==> config.mk <==
export PLATFORM = sky130hd
export DESIGN_NAME = pipeline_trace_buffer_flat
export DESIGN_NICKNAME = d
export VERILOG_FILES = /design/src/rtl/pipeline_trace_buffer_pkg.sv /design/src/rtl/pipeline_trace_buffer_if.sv /design/src/rtl/trace_ram.sv /design/src/rtl/pipeline_trace_buffer.sv /design/src/flat_wrapper.sv
export SDC_FILE = /design/constraint.sdc
export NUM_CORES = 2
export LEC_CHECK = 0
export CORE_MARGIN = 4
export CORE_UTILIZATION = 35
export DETAILED_ROUTE_END_ITERATION = 10
export GPL_TIMING_DRIVEN = 0
export HOLD_SLACK_MARGIN = 0.05
export PLACE_DENSITY_LB_ADDON = 0.12
export SLEW_MARGIN = 30
export SYNTH_ARGS = -nofsm -noshare
export SYNTH_HDL_FRONTEND = slang
export SYNTH_HIERARCHICAL = 1
export SYNTH_SLANG_ARGS = --single-unit
==> constraint.sdc <==
create_clock -name clk -period 5.2 [get_ports clk]
set_clock_uncertainty 0.1 [all_clocks]
set_input_delay 1.04 -clock clk [delete_from_list [all_inputs] [get_ports clk]]
set_output_delay 1.04 -clock clk [all_outputs]
set_load 0.05 [all_outputs]
==> src/rtl/pipeline_trace_buffer_pkg.sv <==
`default_nettype none
// ---------------------------------------------------------------------------
// trace_pkg : shared state enum and state_o encoding for the trace buffer
// Rev 1.0
// ---------------------------------------------------------------------------
package trace_pkg;

    localparam logic [1:0] STATE_IDLE  = 2'd0;
    localparam logic [1:0] STATE_ARMED = 2'd1;
    localparam logic [1:0] STATE_POST  = 2'd2;
    localparam logic [1:0] STATE_READ  = 2'd3;

    typedef enum logic [1:0] {
        ST_IDLE  = STATE_IDLE,
        ST_ARMED = STATE_ARMED,
        ST_POST  = STATE_POST,
        ST_READ  = STATE_READ
    } trace_state_e;

endpackage
`default_nettype wire

==> src/rtl/pipeline_trace_buffer_if.sv <==
`default_nettype none
// ---------------------------------------------------------------------------
// pipeline_trace_buffer_if : probe capture and trace readout signals
// Rev 1.0
// ---------------------------------------------------------------------------
interface pipeline_trace_buffer_if #(
    parameter int DATA_W  = 16,
    parameter int NUM_CH  = 4,
    parameter int DEPTH   = 32,
    parameter int STAMP_W = 16
);
    logic                       arm;
    logic                       probe_valid;
    logic [NUM_CH*DATA_W-1:0]   probe_data;
    logic                       trig;
    logic                       rd_valid;
    logic                       rd_ready;
    logic [NUM_CH*DATA_W-1:0]   rd_data;
    logic [STAMP_W-1:0]         rd_stamp;
    logic                       rd_last;
    logic [1:0]                 state_o;
    logic [$clog2(DEPTH):0]     count_o;

    modport master (
        output arm, probe_valid, probe_data, trig, rd_ready,
        input  rd_valid, rd_data, rd_stamp, rd_last, state_o, count_o
    );

    modport slave (
        input  arm, probe_valid, probe_data, trig, rd_ready,
        output rd_valid, rd_data, rd_stamp, rd_last, state_o, count_o
    );
endinterface
`default_nettype wire

==> src/rtl/trace_ram.sv <==
`default_nettype none
// ---------------------------------------------------------------------------
// trace_ram : DEPTH x WIDTH storage, one synchronous write, async read
// Rev 1.0
// ---------------------------------------------------------------------------
module trace_ram #(
    parameter int DEPTH = 32,
    parameter int WIDTH = 80
) (
    input  wire logic                     clk,
    input  wire logic                     we,
    input  wire logic [$clog2(DEPTH)-1:0] waddr,
    input  wire logic [WIDTH-1:0]         wdata,
    input  wire logic [$clog2(DEPTH)-1:0] raddr,
    output logic      [WIDTH-1:0]         rdata
);
    logic [WIDTH-1:0] mem [DEPTH];

    always_ff @(posedge clk) begin
        if (we) begin
            mem[waddr] <= wdata;
        end
    end

    assign rdata = mem[raddr];
endmodule
`default_nettype wire

==> src/rtl/pipeline_trace_buffer.sv <==
`default_nettype none
// ---------------------------------------------------------------------------
// pipeline_trace_buffer : triggered ring-buffer capture of pipeline probes
// Rev 1.0
// ---------------------------------------------------------------------------
module pipeline_trace_buffer
    import trace_pkg::*;
#(
    parameter int DATA_W    = 16,
    parameter int NUM_CH    = 4,
    parameter int DEPTH     = 32,
    parameter int POST_TRIG = 8,
    parameter int STAMP_W   = 16
) (
    input  wire logic              clk,
    input  wire logic              reset,
    pipeline_trace_buffer_if.slave bus
);
    localparam int AW  = $clog2(DEPTH);
    localparam int AW1 = AW + 1;
    localparam int PW  = NUM_CH * DATA_W;
    localparam int EW  = PW + STAMP_W;
    localparam logic [AW:0] FULL      = AW1'(DEPTH);
    localparam logic [AW:0] ONE       = AW1'(1);
    localparam logic [AW:0] LAST_POST = AW1'(POST_TRIG - 1);

    if (POST_TRIG >= DEPTH) begin : g_bad_post_trig
        $error("pipeline_trace_buffer: POST_TRIG must be less than DEPTH");
    end
    if (DEPTH < 4 || (DEPTH & (DEPTH - 1)) != 0) begin : g_bad_depth
        $error("pipeline_trace_buffer: DEPTH must be a power of two >= 4");
    end

    trace_state_e       state, state_nx;
    logic [AW-1:0]      wr_ptr, rd_ptr;
    logic [AW:0]        count, post_cnt;
    logic [STAMP_W-1:0] stamp;
    logic               rd_valid;
    logic               wr_en;
    logic               xfer;
    logic [EW-1:0]      rd_word;

    assign wr_en = bus.probe_valid && (state == ST_ARMED || state == ST_POST);
    assign xfer  = rd_valid && bus.rd_ready;

    always_ff @(posedge clk or posedge reset) begin
        if (reset) begin
            state <= ST_IDLE;
        end else begin
            state <= state_nx;
        end
    end

    always_comb begin
        state_nx = state;
        case (state)
            ST_IDLE:  if (bus.arm) state_nx = ST_ARMED;
            ST_ARMED: if (bus.trig) state_nx = (POST_TRIG == 0) ? ST_READ : ST_POST;
            ST_POST:  if (bus.probe_valid && post_cnt == LAST_POST) state_nx = ST_READ;
            ST_READ:  if ((!rd_valid && count == '0) || (xfer && count == ONE)) state_nx = ST_IDLE;
            default:  state_nx = ST_IDLE;
        endcase
    end

    // rd_valid low while in READ marks its first cycle, where the oldest entry is located.
    always_ff @(posedge clk or posedge reset) begin
        if (reset) begin
            stamp    <= '0;
            wr_ptr   <= '0;
            rd_ptr   <= '0;
            count    <= '0;
            post_cnt <= '0;
            rd_valid <= 1'b0;
        end else begin
            stamp <= stamp + 1'b1;
            case (state)
                ST_IDLE: begin
                    if (bus.arm) begin
                        wr_ptr <= '0;
                        count  <= '0;
                    end
                end
                ST_ARMED, ST_POST: begin
                    if (bus.probe_valid) begin
                        wr_ptr <= wr_ptr + 1'b1;
                        if (count != FULL) begin
                            count <= count + 1'b1;
                        end
                    end
                    if (state == ST_ARMED) begin
                        post_cnt <= '0;
                    end else if (bus.probe_valid) begin
                        post_cnt <= post_cnt + 1'b1;
                    end
                end
                ST_READ: begin
                    if (!rd_valid) begin
                        if (count != '0) begin
                            rd_ptr   <= wr_ptr - count[AW-1:0];
                            rd_valid <= 1'b1;
                        end
                    end else if (bus.rd_ready) begin
                        rd_ptr <= rd_ptr + 1'b1;
                        count  <= count - 1'b1;
                        if (count == ONE) begin
                            rd_valid <= 1'b0;
                        end
                    end
                end
                default: ;
            endcase
        end
    end

    trace_ram #(
        .DEPTH (DEPTH),
        .WIDTH (EW)
    ) u_ram (
        .clk   (clk),
        .we    (wr_en),
        .waddr (wr_ptr),
        .wdata ({bus.probe_data, stamp}),
        .raddr (rd_ptr),
        .rdata (rd_word)
    );

    assign bus.rd_valid = rd_valid;
    assign bus.rd_data  = rd_valid ? rd_word[EW-1:STAMP_W] : '0;
    assign bus.rd_stamp = rd_valid ? rd_word[STAMP_W-1:0] : '0;
    assign bus.rd_last  = rd_valid && (count == ONE);
    assign bus.state_o  = state;
    assign bus.count_o  = count;
endmodule
`default_nettype wire

==> src/flat_wrapper.sv <==
// flat-port wrapper written by rule: the top's interface ports become plain ports
module pipeline_trace_buffer_flat import trace_pkg::*;
#(
    parameter int DATA_W    = 16,
    parameter int NUM_CH    = 4,
    parameter int DEPTH     = 32,
    parameter int POST_TRIG = 8,
    parameter int STAMP_W   = 16
)
  (clk, reset, bus_arm, bus_probe_valid, bus_probe_data, bus_trig, bus_rd_ready, bus_rd_valid, bus_rd_data, bus_rd_stamp, bus_rd_last, bus_state_o, bus_count_o);
  pipeline_trace_buffer_if #(.DATA_W(DATA_W), .NUM_CH(NUM_CH), .DEPTH(DEPTH), .STAMP_W(STAMP_W)) bus_i ();
  input  wire logic clk;
  input  wire logic reset;
  input wire logic [$bits(bus_i.arm)-1:0] bus_arm;
  input wire logic [$bits(bus_i.probe_valid)-1:0] bus_probe_valid;
  input wire logic [$bits(bus_i.probe_data)-1:0] bus_probe_data;
  input wire logic [$bits(bus_i.trig)-1:0] bus_trig;
  input wire logic [$bits(bus_i.rd_ready)-1:0] bus_rd_ready;
  output wire logic [$bits(bus_i.rd_valid)-1:0] bus_rd_valid;
  output wire logic [$bits(bus_i.rd_data)-1:0] bus_rd_data;
  output wire logic [$bits(bus_i.rd_stamp)-1:0] bus_rd_stamp;
  output wire logic [$bits(bus_i.rd_last)-1:0] bus_rd_last;
  output wire logic [$bits(bus_i.state_o)-1:0] bus_state_o;
  output wire logic [$bits(bus_i.count_o)-1:0] bus_count_o;
  assign bus_i.arm = bus_arm;
  assign bus_i.probe_valid = bus_probe_valid;
  assign bus_i.probe_data = bus_probe_data;
  assign bus_i.trig = bus_trig;
  assign bus_i.rd_ready = bus_rd_ready;
  assign bus_rd_valid = bus_i.rd_valid;
  assign bus_rd_data = bus_i.rd_data;
  assign bus_rd_stamp = bus_i.rd_stamp;
  assign bus_rd_last = bus_i.rd_last;
  assign bus_state_o = bus_i.state_o;
  assign bus_count_o = bus_i.count_o;
  pipeline_trace_buffer #(.DATA_W(DATA_W), .NUM_CH(NUM_CH), .DEPTH(DEPTH), .POST_TRIG(POST_TRIG), .STAMP_W(STAMP_W)) u_core (.clk(clk), .reset(reset), .bus(bus_i));
endmodule
# --- After elaboration in Yosys (flattened, before gate mapping) ---
# Memory sizes are Yosys's and may differ from the RTL's.
# Index checks and enable logic that the tools add are counted.
# Widths: inputs -> output; s select.
totals:
  rom_bits: 0
  ramBits: 2560
  ff_bits: 41
  latch_bits: 0
  n_memories: 1
  output_inout_bits: 90
  word_cells: 78
  input_bits: 70
mem_list:
  columns: ["memory", "words", "word_bits", "read_ports", "rd_ports_with_merged_regs", "write_ports", "line", "rtl"]
  rows:
  - ["u_core.u_ram.mem", 32, 80, 1, 0, 1, "trace_ram.sv:17", "logic [WIDTH-1:0] mem [DEPTH];"]
op_classes:
  add_sub_neg: 7
  n_div: 0
  reduce_logical: 21
  shifts: 0
  multipliers: 0
  magnitude_cmp: 0
  n_eq_ne: 15
  n_mux: 27
  bitwise: 0
op_table:
  columns: ["cell", "count"]
  rows:
  - ["$mux 64", 1]
  - ["$mux 6", 7]
  - ["$mux 5", 5]
  - ["$pmux 6 s3", 1]
  - ["$add 16x1->16 const B", 1]
  - ["$mux 16", 1]
  - ["$add 6x1->6 const B", 2]
  - ["$ne 2x2->1 const B", 6]
  - ["$add 5x1->5 const B", 2]
  - ["$pmux 5 s2", 1]
  - ["$mux 2", 4]
  - ["$pmux 2 s4", 1]
  - ["$eq 6x1->1 const B", 1]
  - ["$eq 6x3->1 const B", 1]
  - ["$logic_and 1x1->1", 6]
  - ["$logic_not 6->1", 1]
  - ["$mux 1", 6]
  - ["$ne 2x1->1 const B", 3]
  - ["$ne 6x6->1 const B", 1]
  - ["$reduce_and 3->1", 2]
  - ["$reduce_bool 2->1", 3]
  - ["$reduce_bool 6->1", 1]
  - ["$sub 6x1->6 const B", 1]
  - ["$reduce_and 5->1", 1]
  - ["other kinds (9)", 11]

# --- Logic depth before layout (Yosys ltp) ---
logic_depth:
  ltp_word: 5
  mapped_depth: 10
  ltp_nobuf: 7

# --- Modules after synthesis ---
# The synthesis kept the hierarchy.
by_module_without_submodules:
  columns: ["mod", "cells_each", "seq_area_each_um2", "n_inst", "area_each_um2"]
  rows:
  - ["trace_ram", 4602, 76873.7, 1, 97298.3]
  - ["pipeline_trace_buffer", 348, 1026.0, 1, 3062.9]

# --- Least setup slack after synthesis ---
# No wires, ideal clock.
synth_path:
  path_kind: "register -> register"
  startpoint: "register u_core.state[0] (netlist: u_core/bus.state_o[0])"
  endpoint: "memory u_core.u_ram.mem[28][0], enable pin"
  t_arrival_ps: 5414
  required_time_ps: 4581
  setup_time_ps: 519
  path_slack_ps: -834
  path_stages_with_launch: 7
  path_buffers: 1
  synth_period_minus_slack_ps: 6034
  path_cell_list: "dfrtp_1 -> inv_1 -> ha_1 -> and2_1 -> or3b_2 -> clkbuf_1 -> nor2_1"
synth_via:
  elab_chain_len: 5
  word_cells_on_any_way: 6
  cone_classes: "eq/ne (2); mux (2); reduce/logical (2)"
synth_rtl:
  columns: ["item", "line", "rtl"]
  rows:
  - ["start: declaration", "pipeline_trace_buffer.sv:34", "trace_state_e state, state_nx;"]
  - ["start signal: assignment", "pipeline_trace_buffer.sv:50", "state <= state_nx;"]
  - ["$eq 2x1->1 or $eq 2x2->1 (tied branches)", "pipeline_trace_buffer.sv:43", "assign wr_en = bus.probe_valid && (state == ST_ARMED || state == ST_POST);"]
  - ["$logic_or 1x1->1 *", "pipeline_trace_buffer.sv:43", null]
  - ["$logic_and 1x1->1 *", "pipeline_trace_buffer.sv:43", null]
  - ["via u_core.wr_en", "pipeline_trace_buffer.sv:39", "logic wr_en;"]
  - ["$mux 1 *", "trace_ram.sv:20", "if (we) begin"]
  - ["$mux 1 (implied by the code) *", "trace_ram.sv:21", "mem[waddr] <= wdata;"]
  - ["end: declaration", "trace_ram.sv:17", null]
# The timed path passes the listed nets; every way through them passes the cells marked *.

# --- Worst setup path after layout ---
layout_path:
  startpoint: "register u_core.rd_ptr[3]"
  endpoint: "output bus_rd_data[0]"
layout_via:
  elab_chain_len: 2
layout_rtl:
  columns: ["item", "line", "rtl"]
  rows:
  - ["start: declaration", "pipeline_trace_buffer.sv:35", "logic [AW-1:0] wr_ptr, rd_ptr;"]
  - ["start signal: assignment", "pipeline_trace_buffer.sv:99", "rd_ptr <= wr_ptr - count[AW-1:0];"]
  - ["start signal: assignment", "pipeline_trace_buffer.sv:103", "rd_ptr <= rd_ptr + 1'b1;"]
  - ["$mem_v2 32x80", null, null]
  - ["via u_core.rd_word[16]", "pipeline_trace_buffer.sv:41", "logic [EW-1:0] rd_word;"]
  - ["$mux 64", "pipeline_trace_buffer.sv:128", "assign bus.rd_data = rd_valid ? rd_word[EW-1:STAMP_W] : '0;"]
  - ["end: declaration", "flat_wrapper.sv:20", "output wire logic [$bits(bus_i.rd_data)-1:0] bus_rd_data;"]
# The timed path passes the listed nets, and every way through them passes these cells.

==> metrics.cfg <==
[timing]
setup_viol = 0
relSlewSlack_pct = 34.1
rsz0062_at_grt = true
worst_slew_pin_slew_ns = 0.988
period_share_pct = 98.8
finalHoldViolCount = 0
tns_ns = 0
min_period_ns = 5.14
final_max_slew_viol_count = 0
max_freq_ghz = 0.195

[routing]
vias = 53300
viasPerCell = 5.53
antenna_left = 0
route.detailed.drc = 0
routed_wl_um = 320000
drt_iter0_markers = 5394
wl_per_cell_um = 33.2
firstDrtPassIters = 5

[layout]
nFillCells = 24700
multi_input_area_um2 = 21400
layout-drive-gt1-share_pct = 24.2
final_cells = 9637
final_nets = 5735
syn2layout_area_growth_pct = 22.2
fin_area_um2 = 123000
regArea_um2 = 77900

[power]
power_frac_seq_pct = 36.0
power_frac_clock_pct = 28.9
power_density_nw_per_um2 = 542
ir_drop_uv = 438
internal_power_w = 0.0428
leakage_nw = 41.0
comb_power_share_pct = 35.1
switchingPower_w = 0.0236
netSwitchingFraction_pct = 35.6

[setup_path]
worstSetupPathType = flop to output pin
end_kind = output pin
start_kind = flop
cp_cell_sequence = buf_2 > nor2b_1 > clkbuf_2 > a22oi_1 > nand3_1 > nand4_1 > and2_4 > clkdlybuf4s15_2
cp_max_fo = 10
required_ns = 4.06
arrival_ns = 4.00
max_stage_delay_ns = 0.57
r2r-end = u_core/u_ram/mem[16][56]
reg2reg_depth = 10
r2r-start = u_core/bus.state_o[0]
cp-endpoint = bus_rd_data[0]
slowest_stage = clkbuf_2
reg2reg_slack_ns = 1.17
cp-startpoint = u_core/rd_ptr[3]

[yosys]
ys_top_cells_by_count = edfxtp_1, mux2i_1, a22oi_1, mux4_2, nand3_1
synth_top_cell_by_area = edfxtp_1
synthArstFlopShare_pct = 1.58
synth_edf_count = 2560
synthCells = 4950
yosysSeqAreaShare_pct = 77.6
synth_top_area_share_pct = 76.6
synthFlopType = edfxtp_1
synth.cell_area_um2 = 100000
yosysWarnings = 6
yosys_register_bits = 2601
yosysUniqueCellTypes = 65
syn_avg_cell_area_um2 = 20.3
yosysMostFrequentCell = edfxtp_1
synth_fp_nets = 5037
netlist_top_cells_area = edfxtp_1, mux4_2, mux2i_1

[clock_tree]
numCtsBuffers = 287
root_buffer = clkbuf_16
cts_tree = done
clock_path_buffers = 4
clk_latency_ns = 0.85
clkTransAtPathRegs_ns = 0.05
cts-htree-levels = 5
cts_hold_buf = 0
cts_sinks = 2601

[floorplanning]
dieArea_um2 = 295000
num_io_pins = 160
initial_utilization_pct = 35.2
rows = 196
die_y_um = 543
core_um2 = 285000
dieWidth_um = 543

[grt]
first_global_vias = 53800
grt_max_degree = 42
grt_pass1_wl_um = 441000
grt_usage_pct = 21.4
antenna_found_initial = 30
grt_overflow = 0

[hold_path]
min_path_type = flop to flop

[outcome]
status = completed

[placed_design]
dpl_cell_area_um2 = 113000
io_buffers = 159
place_hpwl_um = 221000
dp.cells = 9119
gp_congestion = 0.756

[run]
max-cap-violations = 0

## state kept, by name, summed over array words and instances, names as in the netlist
register,cells
u_core/wr_ptr,5
u_core/rd_ptr,5
u_core/bus.rd_valid,1
u_core/post_cnt,6
u_core/stamp,16
u_core/bus.count_o,6
u_core/u_ram/mem,2560
u_core/bus.state_o,2
## cell families after synthesis
| family | after synthesis | share of synthesized area [%] |
|---|---|---|
| flip-flops | 2601 | 77.6 |
| multiplexers | 969 | 13.7 |
| AO/OA/AOI/OAI | 587 | 4.36 |
| AND/OR/NAND/NOR | 461 | 2.49 |
| XOR/XNOR | 19 | 0.166 |
| buffers and inverters | 296 | 1.49 |
| adder cells (fa/ha/maj) | 17 | 0.219 |
## routing by layer
layer	GRT usage [%]	part of all wire (%)	vias up
met2	33.8	47	1778
li1	-	-	22100
met4	4.98	2.2	4
met3	3.23	6.3	374
met1	31.2	45	29000
met5	0	0.0066	-
## worst min-delay path by stage
stage	from	endpoint	slack [ns]	cells past startpoint
6_report	u_core/post_cnt[1]	u_core/post_cnt[1]	0.45	1
5_1_grt	u_core/post_cnt[0]	u_core/post_cnt[0]	0.48	1
4_1_cts	u_core/post_cnt[1]	u_core/post_cnt[1]	0.45	1
3_5_place_dp	u_core/post_cnt[1]	u_core/post_cnt[1]	0.44	1
3_3_place_gp	u_core/post_cnt[2]	u_core/post_cnt[2]	0.41	1
2_1_floorplan	u_core/post_cnt[2]	u_core/post_cnt[2]	0.37	1
## per-stage QoR
| stage | hold WS, ns | worst slack [ns] | total power [W] | utilization (%) |
|---|---|---|---|---|
| 2_1_floorplan | 0.372 | -0.834 | 0.0378 | - |
| 3_3_place_gp | 0.412 | -8.03 | 0.0471 | 37.4 |
| 3_5_place_dp | 0.436 | -0.649 | 0.0477 | 39.8 |
| 4_1_cts | 0.452 | -0.00183 | 0.0673 | 43.1 |
| 5_1_grt | 0.481 | -0.00480 | 0.0689 | 43.0 |
| 6_report | 0.445 | 0.0646 | 0.0665 | 43.0 |
## what timing repair did
item                       4_1_cts  5_1_grt
pin swaps                       13        1
setup endpoints to repair       80       27
setup buffers                    7        0
hold endpoints to repair         0        0
resized for setup              419       50
## area by class of cell
cell class	count	share of cell area (%)
Sequential cell	2601	63.5
Multi-Input combinational cell	2053	17.5
Clock buffer	381	6.33
Timing Repair Buffer	414	6.31
Tap cell	3762	3.84
Buffer	274	1.69
Clock inverter	119	0.764
Inverter	17	0.0541
Antenna cell	16	0.0326
## critical path, delay by kind of cell (launching register included)
kind	cells	cell delay [ns]
AOI/OAI and AO/OA	1	0.19
buffers and inverters	3	1.12
DFF	1	0.50
and+or+nand+nor	4	1.32
## power by group through the flow
stage | Clock, W | Sequential [W] | Combinational [W]
CTS | 0.0197 | 0.0239 | 0.0237
floorplan | 0 | 0.0244 | 0.0133
global route | 0.0206 | 0.0240 | 0.0244
detailed placement | 0 | 0.0244 | 0.0234
finish | 0.0192 | 0.0239 | 0.0233
global placement | 0 | 0.0246 | 0.0225
## placed cells by master, fill, tap and decap left out, drive strengths merged, types with 4 or more instances in the layout
| master | instances |
|---|---|
| edfxtp | 2560 |
| o211ai | 4 |
| a32oi | 6 |
| nand2b | 4 |
| mux2 | 5 |
| diode | 16 |
| nand3 | 168 |
| nor3 | 11 |
| mux4 | 320 |
| nand3b | 6 |
| a21oi | 20 |
| and3 | 5 |
| buf | 479 |
| a31oi | 46 |
| bufinv | 12 |
| clkinv | 90 |
| xor2 | 8 |
| xnor2 | 11 |
| clkinvlp | 8 |
| inv | 26 |
| o21ai | 14 |
| ha | 16 |
| nor2 | 59 |
| clkdlybuf4s50 | 15 |
| nor2b | 18 |
| dlygate4sd2 | 28 |
| and2 | 95 |
| a22oi | 425 |
| clkdlybuf4s15 | 39 |
| mux2i | 644 |
| dfrtp | 41 |
| nand2 | 26 |
| nand4 | 50 |
| a22o | 49 |
| clkbuf | 508 |
(Power assumes the default switching activity.)
